**config.mk**
```make
export PLATFORM = sky130hd
export DESIGN_NAME = mem_responder_flat
export DESIGN_NICKNAME = d
export VERILOG_FILES = /design/src/rtl/mem_responder_if.sv /design/src/rtl/mem_responder.sv /design/src/flat_wrapper.sv
export SDC_FILE = /design/constraint.sdc
export NUM_CORES = 2
export LEC_CHECK = 0
export CAP_MARGIN = 10
export CELL_PAD_IN_SITES_DETAIL_PLACEMENT = 2
export CELL_PAD_IN_SITES_GLOBAL_PLACEMENT = 2
export CORE_ASPECT_RATIO = 2
export CORE_UTILIZATION = 28
export DETAILED_ROUTE_END_ITERATION = 8
export PLACE_DENSITY_LB_ADDON = 0.1
export SLEW_MARGIN = 20
export SYNTH_ARGS = -nofsm -noshare
export SYNTH_HDL_FRONTEND = slang
export SYNTH_SLANG_ARGS = --single-unit
export TNS_END_PERCENT = 20
```
**constraint.sdc**
```tcl
create_clock -name clk -period 6.05 [get_ports clk]
set_clock_uncertainty 0.1 [all_clocks]
set_input_delay 1.5125 -clock clk [delete_from_list [all_inputs] [get_ports clk]]
set_output_delay 1.5125 -clock clk [all_outputs]
set_load 0.05 [all_outputs]
```
**src/rtl/mem_responder_if.sv**
```systemverilog
// Request/response bus between the core's memory path and mem_responder.
// ByteEn exists only when MEM_BYTE_EN is defined.
interface mem_responder_if;
    logic        MemReq;
    logic        MemWrite;
    logic [31:0] Adr;
    logic [31:0] WriteData;
    logic [31:0] ReadData;
    logic        MemReady;
    logic        MemErr;
`ifdef MEM_BYTE_EN
    logic [3:0]  ByteEn;

    modport master (
        output MemReq, MemWrite, Adr, WriteData, ByteEn,
        input  ReadData, MemReady, MemErr
    );
    modport slave (
        input  MemReq, MemWrite, Adr, WriteData, ByteEn,
        output ReadData, MemReady, MemErr
    );
`else
    modport master (
        output MemReq, MemWrite, Adr, WriteData,
        input  ReadData, MemReady, MemErr
    );
    modport slave (
        input  MemReq, MemWrite, Adr, WriteData,
        output ReadData, MemReady, MemErr
    );
`endif
endinterface

```
**src/rtl/mem_responder.sv**
```systemverilog
// Single-outstanding unified memory responder: LATENCY wait states, then a one-cycle
// MemReady strobe with ReadData/MemErr. Define MEM_BYTE_EN for byte-lane store enables.
module mem_responder #(
    parameter int unsigned DEPTH   = 64,
    parameter int unsigned LATENCY = 2
) (
    input  logic           clk,
    input  logic           reset,
    mem_responder_if.slave bus
);
    localparam int unsigned IDX_W    = $clog2(DEPTH);
    localparam logic [3:0]  CNT_INIT = (LATENCY == 0) ? 4'd0 : 4'(LATENCY - 1);
    localparam logic [29:0] DEPTH_W  = 30'(DEPTH);

    typedef enum logic [1:0] {ST_IDLE, ST_WAIT, ST_RESP} state_e;

    state_e      state_q;
    logic [3:0]  cnt_q;
    logic [31:0] adr_q;
    logic [31:0] wdata_q;
    logic        write_q;
    logic [31:0] rdata_q;
    logic        ready_q;
    logic        err_q;
    logic [31:0] mem_q [DEPTH];
`ifdef MEM_BYTE_EN
    logic [3:0]  be_q;
`endif

    logic [31:0]      sel_adr;
    logic [31:0]      sel_wdata;
    logic             sel_write;
    logic [3:0]       sel_be;
    logic [IDX_W-1:0] idx;
    logic             addr_err;
    logic             enter_resp;
    logic             mem_we;
    logic [31:0]      old_word;
    logic [31:0]      merged;
    logic [31:0]      resp_data;

    // With LATENCY=0 a request is answered on its acceptance edge, so IDLE uses the live bus.
    always_comb begin
        sel_adr   = (state_q == ST_IDLE) ? bus.Adr       : adr_q;
        sel_wdata = (state_q == ST_IDLE) ? bus.WriteData : wdata_q;
        sel_write = (state_q == ST_IDLE) ? bus.MemWrite  : write_q;
`ifdef MEM_BYTE_EN
        sel_be    = (state_q == ST_IDLE) ? bus.ByteEn    : be_q;
`else
        sel_be    = 4'hF;
`endif
    end

    assign addr_err   = (sel_adr[1:0] != 2'b00) || (sel_adr[31:2] >= DEPTH_W);
    assign idx        = sel_adr[IDX_W+1:2];
    assign old_word   = mem_q[idx];
    assign enter_resp = ((state_q == ST_IDLE) && bus.MemReq && (LATENCY == 0)) ||
                        ((state_q == ST_WAIT) && (cnt_q == 4'd0));
    assign mem_we     = enter_resp && sel_write && !addr_err && !reset;

    // NOTE: every variable driven in always_comb gets a default first, so no latch is inferred.
    always_comb begin
        merged = old_word;
        for (int i = 0; i < 4; i++) begin
            if (sel_be[i]) merged[8*i +: 8] = sel_wdata[8*i +: 8];
        end
    end

    assign resp_data = addr_err ? 32'h0 : (sel_write ? merged : old_word);

    // NOTE: the storage array is deliberately not reset; contents survive a core reset.
    always_ff @(posedge clk) begin
        if (mem_we) mem_q[idx] <= merged;
    end

    // Request capture registers only matter outside IDLE, so they need no reset.
    always_ff @(posedge clk) begin
        if ((state_q == ST_IDLE) && bus.MemReq) begin
            adr_q   <= bus.Adr;
            wdata_q <= bus.WriteData;
            write_q <= bus.MemWrite;
`ifdef MEM_BYTE_EN
            be_q    <= bus.ByteEn;
`endif
        end
    end

    // NOTE: sequential state uses non-blocking assignments so every register samples pre-edge values.
    always_ff @(posedge clk) begin
        if (reset) begin
            state_q <= ST_IDLE;
            cnt_q   <= 4'd0;
            ready_q <= 1'b0;
            err_q   <= 1'b0;
            rdata_q <= 32'h0;
        end else begin
            ready_q <= enter_resp;
            if (enter_resp) begin
                err_q   <= addr_err;
                rdata_q <= resp_data;
            end else begin
                err_q   <= 1'b0;
            end

            unique case (state_q)
                ST_IDLE: begin
                    if (bus.MemReq) begin
                        if (LATENCY == 0) begin
                            state_q <= ST_RESP;
                        end else begin
                            state_q <= ST_WAIT;
                            cnt_q   <= CNT_INIT;
                        end
                    end
                end
                ST_WAIT: begin
                    if (cnt_q == 4'd0) state_q <= ST_RESP;
                    else               cnt_q   <= cnt_q - 4'd1;
                end
                ST_RESP: state_q <= ST_IDLE;
                default: state_q <= ST_IDLE;
            endcase
        end
    end

    assign bus.ReadData = rdata_q;
    assign bus.MemReady = ready_q;
    assign bus.MemErr   = err_q;

    a_ready_pulse: assert property (@(posedge clk) disable iff (reset) ready_q |=> !ready_q);
    a_err_qualified: assert property (@(posedge clk) disable iff (reset) err_q |-> ready_q);
endmodule

```
**src/flat_wrapper.sv**
```systemverilog
// flat-port wrapper written by rule: the top's interface ports become plain ports
module mem_responder_flat 
#(
    parameter int unsigned DEPTH   = 64,
    parameter int unsigned LATENCY = 2
)
  (clk, reset, bus_MemReq, bus_MemWrite, bus_Adr, bus_WriteData, bus_ReadData, bus_MemReady, bus_MemErr);
  mem_responder_if bus_i ();
  input  logic clk;
  input  logic reset;
  input wire logic [$bits(bus_i.MemReq)-1:0] bus_MemReq;
  input wire logic [$bits(bus_i.MemWrite)-1:0] bus_MemWrite;
  input wire logic [$bits(bus_i.Adr)-1:0] bus_Adr;
  input wire logic [$bits(bus_i.WriteData)-1:0] bus_WriteData;
  output wire logic [$bits(bus_i.ReadData)-1:0] bus_ReadData;
  output wire logic [$bits(bus_i.MemReady)-1:0] bus_MemReady;
  output wire logic [$bits(bus_i.MemErr)-1:0] bus_MemErr;
  assign bus_i.MemReq = bus_MemReq;
  assign bus_i.MemWrite = bus_MemWrite;
  assign bus_i.Adr = bus_Adr;
  assign bus_i.WriteData = bus_WriteData;
  assign bus_ReadData = bus_i.ReadData;
  assign bus_MemReady = bus_i.MemReady;
  assign bus_MemErr = bus_i.MemErr;
  mem_responder #(.DEPTH(DEPTH), .LATENCY(LATENCY)) u_core (.clk(clk), .reset(reset), .bus(bus_i));
endmodule
```
Word-level counts from Yosys, hierarchy flattened

Memory sizes are Yosys's and may differ from the RTL's.
Cells that the tools add are included.
W data, S select, Z words.

RAM bits: 2048
Memories kept: 1
Bits of input ports: 68
Bits in registers: 105

Memory list:

| name         | depth | width | rd ports | clocked after memory_dff | write ports | RTL line            | text |
|---|---|---|---|---|---|---|---|
| u_core.mem_q | 64    | 32    | 1        | 0                        | 1           | mem_responder.sv:25 | `logic [31:0] mem_q [DEPTH];` |

Order comparisons: 1
Bitwise operators: 1
Add/subtract/negate cells: 1
Equal/unequal tests: 4
Mux-type cells: 13
Reduce and logical (&&, ||, !) cells: 15

Operators with widths:

| operator              | number |
|---|---|
| $mux W32              | 4 |
| $ge A30 B7 Y1 const B | 1 |
| $mux W4               | 2 |
| $pmux W4 S2           | 1 |
| $ne A2 B2 Y1 const B  | 3 |
| $logic_and A1 B1 Y1   | 5 |
| $logic_not A4 Y1      | 1 |
| $mux W2               | 2 |
| $pmux W2 S2           | 1 |
| $reduce_bool A2 Y1    | 2 |
| $sub A4 B1 Y4 const B | 1 |
| $mux W1               | 3 |
| $reduce_and A3 Y1     | 1 |
| $eq A2 B1 Y1 const B  | 1 |
| $logic_not A1 Y1      | 2 |
| $logic_not A2 Y1      | 1 |
| $reduce_and A2 Y1     | 1 |
| $reduce_or A2 Y1      | 1 |
| $logic_or A1 B1 Y1    | 1 |
| $not A1 Y1            | 1 |

Longest topological paths before layout

Word-level depth: 9
Gate-level depth with buffers: 13

Worst setup path before layout

No wires, ideal clock.

Kind: input -> register
From: input port bus_Adr[2]
To: memory u_core.mem_q[10][0], enable pin
Data required time: 5529 ps
Setup slack: 1074 ps
Data arrival time: 4455 ps
Stages: 10
Setup time: 421 ps
Path through: buf_2 -> nor3b_2 -> a21o_1 -> buf_2 -> buf_2 -> buf_1 -> clkbuf_1 -> nor2_1 -> nand2_1 -> nor2_1

Longest elaborated chain between the ends: 8

Ends and longest elaborated chain:

| item                              | RTL line            | text |
|---|---|---|
| start, declared                   | flat_wrapper.sv:13  | `input wire logic [$bits(bus_i.Adr)-1:0] bus_Adr;` |
| $mux W32 *                        | mem_responder.sv:44 | `sel_adr = (state_q == ST_IDLE) ? bus.Adr : adr_q;` |
| $ge A30 B7 Y1                     | mem_responder.sv:54 | `assign addr_err = (sel_adr[1:0] != 2'b00) \|\| (sel_adr[31:2] >= DEPTH_W);` |
| $logic_or A1 B1 Y1                | mem_responder.sv:54 |  |
| $logic_not A1 Y1                  | mem_responder.sv:59 | `assign mem_we = enter_resp && sel_write && !addr_err && !reset;` |
| $logic_and A1 B1 Y1 (2 in series) | mem_responder.sv:59 |  |
| $mux W1                           | mem_responder.sv:73 | `if (mem_we) mem_q[idx] <= merged;` |
| $mux W1 (implied by the code)     | mem_responder.sv:73 |  |
| end, declared                     | mem_responder.sv:25 |  |

Every way passes the cells marked *; elsewhere a longest branch is shown, timed or not.

Final worst setup path

From: register u_core.state_q[1]
To: register u_core.rdata_q[22], in the netlist u_core.bus.ReadData[22]

Longest elaborated chain between the ends: 5
Elaborated cells on any way between the ends: 12
Classes of those cells: 1 x order compare; 1 x eq/ne; 5 x mux; 4 x reduce/logical; 1 x memory

Ends and longest elaborated chain:

| item                                           | RTL line                                                      | text |
|---|---|---|
| start, declared                                | mem_responder.sv:17                                           | `state_e state_q;` |
| start signal, assigned                         | mem_responder.sv:91                                           | `state_q <= ST_IDLE;` |
| start signal, assigned                         | mem_responder.sv:109                                          | `state_q <= ST_RESP;` |
| start signal, assigned                         | mem_responder.sv:111                                          | `state_q <= ST_WAIT;` |
| $logic_not A2 Y1                               | mem_responder.sv:44, mem_responder.sv:45, mem_responder.sv:46 |  |
| $mux W32                                       | mem_responder.sv:44                                           |  |
| $ge A30 B7 Y1, or another cell as far along    | mem_responder.sv:54                                           |  |
| $logic_or A1 B1 Y1 or $mux W32 (tied branches) | mem_responder.sv:54, mem_responder.sv:69                      |  |
| $mux W32                                       | mem_responder.sv:69                                           | `assign resp_data = addr_err ? 32'h0 : (sel_write ? merged : old_word);` |
| end signal, assigned                           | mem_responder.sv:100                                          | `rdata_q <= resp_data;` |
| end, declared                                  | mem_responder.sv:22                                           | `logic [31:0] rdata_q;` |

Parallel ways exist; a longest one is shown, timed or not.
A chain may end at the register's enable or synchronous reset.

==> flow_metrics.py <==
metrics = {
    "run_status": {
        "status": "completed",
    },
    "setup_path": {
        "path_buf_inv": 2,
        "path_cells": "or2_2, or4_2, and2_4, buf_12, nor2_1, nor4_1, a31oi_1, buf_4, nor3_1, a31o_1",
        "regToRegEndpoint": "u_core.bus.ReadData[22]",
        "r2r_setup_slack_ps": 1070,
        "crit_family": "simple AND/OR/NAND/NOR gates",
        "crit_arrival_ps": 5700,
        "cp-start-kind": "flip-flop",
        "reg2reg_from": "u_core.state_q[1]",
        "reg2regPathDepth": 10,
        "slowest_stage": "dfxtp_1",
        "end_kind": "flip-flop",
        "crit_path_max_incr_delay_ps": 1000,
        "crit_required_ps": 6770,
        "path_max_fanout": 39,
        "critPathKind": "reg -> reg",
    },
    "final_layout": {
        "postLayoutCoreUtil_pct": 33.94,
        "layout-drive-gt1-share_pct": 15.23,
        "layout.nets": 5835,
        "syn2layout_area_growth_pct": 20.41,
        "layout.cells.most_common_list": "edfxtp_1 (2113), o22ai_1 (641), nor2_1 (520)",
        "fillers": 28893,
        "stdcell_area_um2": 96700,
        "final_common_cell": "edfxtp_1",
    },
    "hold_path": {
        "whs_path_depth": 2,
        "min_to": "u_core.cnt_q[0]",
        "hold_path.class": "reg -> reg",
        "min_from": "u_core.cnt_q[0]",
    },
    "logic_synthesis": {
        "ys.flop_type": "edfxtp_1",
        "avgSynthCellArea_um2": 15.10,
        "synth-seq-cells": 2153,
        "syn_inst": 5317,
        "synth_edf_count": 2113,
        "synth.distinct_cells": 55,
        "synth_warnings": 0,
        "synthArstFlopShare_pct": 0,
        "syn_area_um2": 80310,
        "syn_nets": 5386,
        "yosysSeqAreaShare_pct": 80.00,
    },
    "sta": {
        "final.min_clock_period_ps": 4983,
        "max_slew.worst_pin.slew_ps": 1189,
        "fmax_mhz": 200.7,
        "final-hold-violation-count": 0,
        "period_share_pct": 82.36,
        "setup_viol": 0,
        "slew_headroom_pct": 20.76,
        "slew_violations": 0,
        "rsz0062_at_grt": "no",
    },
    "place": {
        "io_buffers": 101,
        "gp_congestion": 0.8328,
        "place_hpwl_um": 236800,
        "post_dp_cell_area_um2": 90610,
    },
    "grt": {
        "grt_pass1_wl_um": 481000,
        "grt_pass1_vias": 55221,
        "overflow": 0,
        "grt_max_degree": 66,
        "grtUsageTotal_pct": 24.23,
        "antenna_found_initial": 29,
    },
    "floorplanning": {
        "rows": 277,
        "dieHeight_um": 759.4,
        "ios": 102,
        "die_w_um": 380.7,
        "dieArea_um2": 289100,
        "core_area_um2": 284900,
        "start_util_pct": 28.19,
    },
    "detailed_routing": {
        "wl_per_cell_um": 36.72,
        "vias_per_cell": 5.264,
        "vias": 51007,
        "firstDrtPassIters": 5,
        "routed_wl_um": 355800,
        "drtIter0Drc": 3595,
        "drcViolationCount": 0,
        "postRouteAntennaNets": 0,
    },
    "cts": {
        "cts_resized": 0,
        "cts_max_level": 4,
        "numCtsBuffers": 204,
        "clock_latency_ps": 900,
        "clkSinkCount": 2153,
        "clk_pin_slew_ps": 70,
        "hold_buffers": 0,
        "clk_path_buf_depth": 4,
        "tritoncts": "built",
        "root_buffer": "clkbuf_16",
        "cts_setup_buffers": 0,
    },
    "power_and_ir_drop": {
        "vdd_ir_drop_max_mv": 0.2440,
        "leakage_nw": 30.38,
        "p_total_mw": 33.15,
        "power.density_nw_per_um2": 342.8,
    },
    "flow_run": {
        "drv_cap": 0,
    },
}
-- worst max path at each step --
stage | to | slack, ps | from | cells past startpoint
6_report | u_core.bus.ReadData[22] | 1070 | u_core.state_q[1] | 10
5_1_grt | u_core.bus.ReadData[22] | 960 | u_core.state_q[1] | 10
4_1_cts | u_core.bus.ReadData[22] | 1010 | u_core.state_q[1] | 10
3_5_place_dp | u_core.bus.ReadData[7] | 200 | bus_Adr[4] | 11
3_3_place_gp | u_core.bus.ReadData[18] | -700 | bus_Adr[4] | 11
2_1_floorplan | u_core.mem_q[10][0] | 1070 | bus_Adr[2] | 10
-- where the power goes --
group	internal, mW	switching, mW	total (mW)
Combinational	0.864	2.96	3.83
Sequential	16.8	0.0218	16.9
Clock	6.64	5.82	12.5
-- cell families after synthesis --
group / synth area share (%)
mux: 0.4861
buf+inv: 1.849
simple gates: 7.534
fa+ha+maj: 0.01558
flops: 80.00
compound gates: 10.09
xor+xnor: 0.02182
-- per-layer routing --
metal  part of all wire, %  track usage (%)  wire length [um]
met2                    55            46.30            195400
met4                   4.8            10.45             17210
met3                   2.9            2.200             10290
met5                0.0073                0                26
met1                    37            26.99            132800
-- area by class of cell --
| type | count | area [um^2] | share of cell area (%) |
|---|---|---|---|
| antenna | 13 | 32.53 | 0.03364 |
| clock buffer | 256 | 5341 | 5.523 |
| clock inverter | 95 | 718.2 | 0.7427 |
| inverter | 6 | 22.52 | 0.02329 |
| multi-input combinational | 2819 | 15460 | 15.98 |
| sequential | 2153 | 64250 | 66.44 |
| tap | 3766 | 4712 | 4.873 |
| timing repair buffer | 582 | 6168 | 6.379 |
-- per-stage QoR --
step	hold WS [ps]	setup TNS, ps	worst slack (ps)	cells
after detailed placement	440.3	0	200.9	9326
after global routing	486.5	0	961.2	9679
after global placement	422.7	-1140	-704.6	9324
after floorplan	387.3	0	1074	5317
after CTS	450.1	0	1011	9677
final	444.6	0	1067	9690
-- Yosys cell counts, drive strengths merged, types with 2 or more instances --
cell type  instances  area [um^2]
nand3            108        540.5
or3                6        37.54
or4                4        30.03
nand2            517         1941
nor3              84        420.4
o221ai             5        43.79
a32oi             20        175.2
buf               98        558.0
nor3b              4        35.03
o21ai              7        35.03
nor2             579         2173
a31oi            162         1013
or2                2        12.52
xnor2              2        17.52
o22a               6        52.55
nand2b             2        12.51
mux2i             39        390.4
clkbuf           241        904.6
inv                6        22.52
o22ai            642         4023
dfxtp             40        800.8
nand3b             8        60.06
o31ai              2        15.01
edfxtp          2113        63450
a22oi             35        272.8
a31o              31        271.5
o21a               2        15.01
and2               5        31.28
a311oi             3        26.28
nor4             101        631.9
a21oi            418         2092
nor2b              4        25.02
and3               7        43.79
-- registers in the layout (all words and copies together) (netlist names) --
| signal | count |
|---|---|
| u_core.bus.ReadData | 32 |
| u_core.bus.MemReady | 1 |
| u_core.write_q | 1 |
| u_core.bus.MemErr | 1 |
| u_core.state_q | 2 |
| u_core.adr_q | 32 |
| u_core.cnt_q | 4 |
| u_core.wdata_q | 32 |
| u_core.mem_q | 2048 |
-- worst min-delay path, delay by kind of cell (launching register included) --
family | cells | cell delay (ps)
AOI/OAI and AO/OA | 1 | 130
and+or+nand+nor | 1 | 40
DFF | 1 | 330
Power figures use the tool's default switching activity.
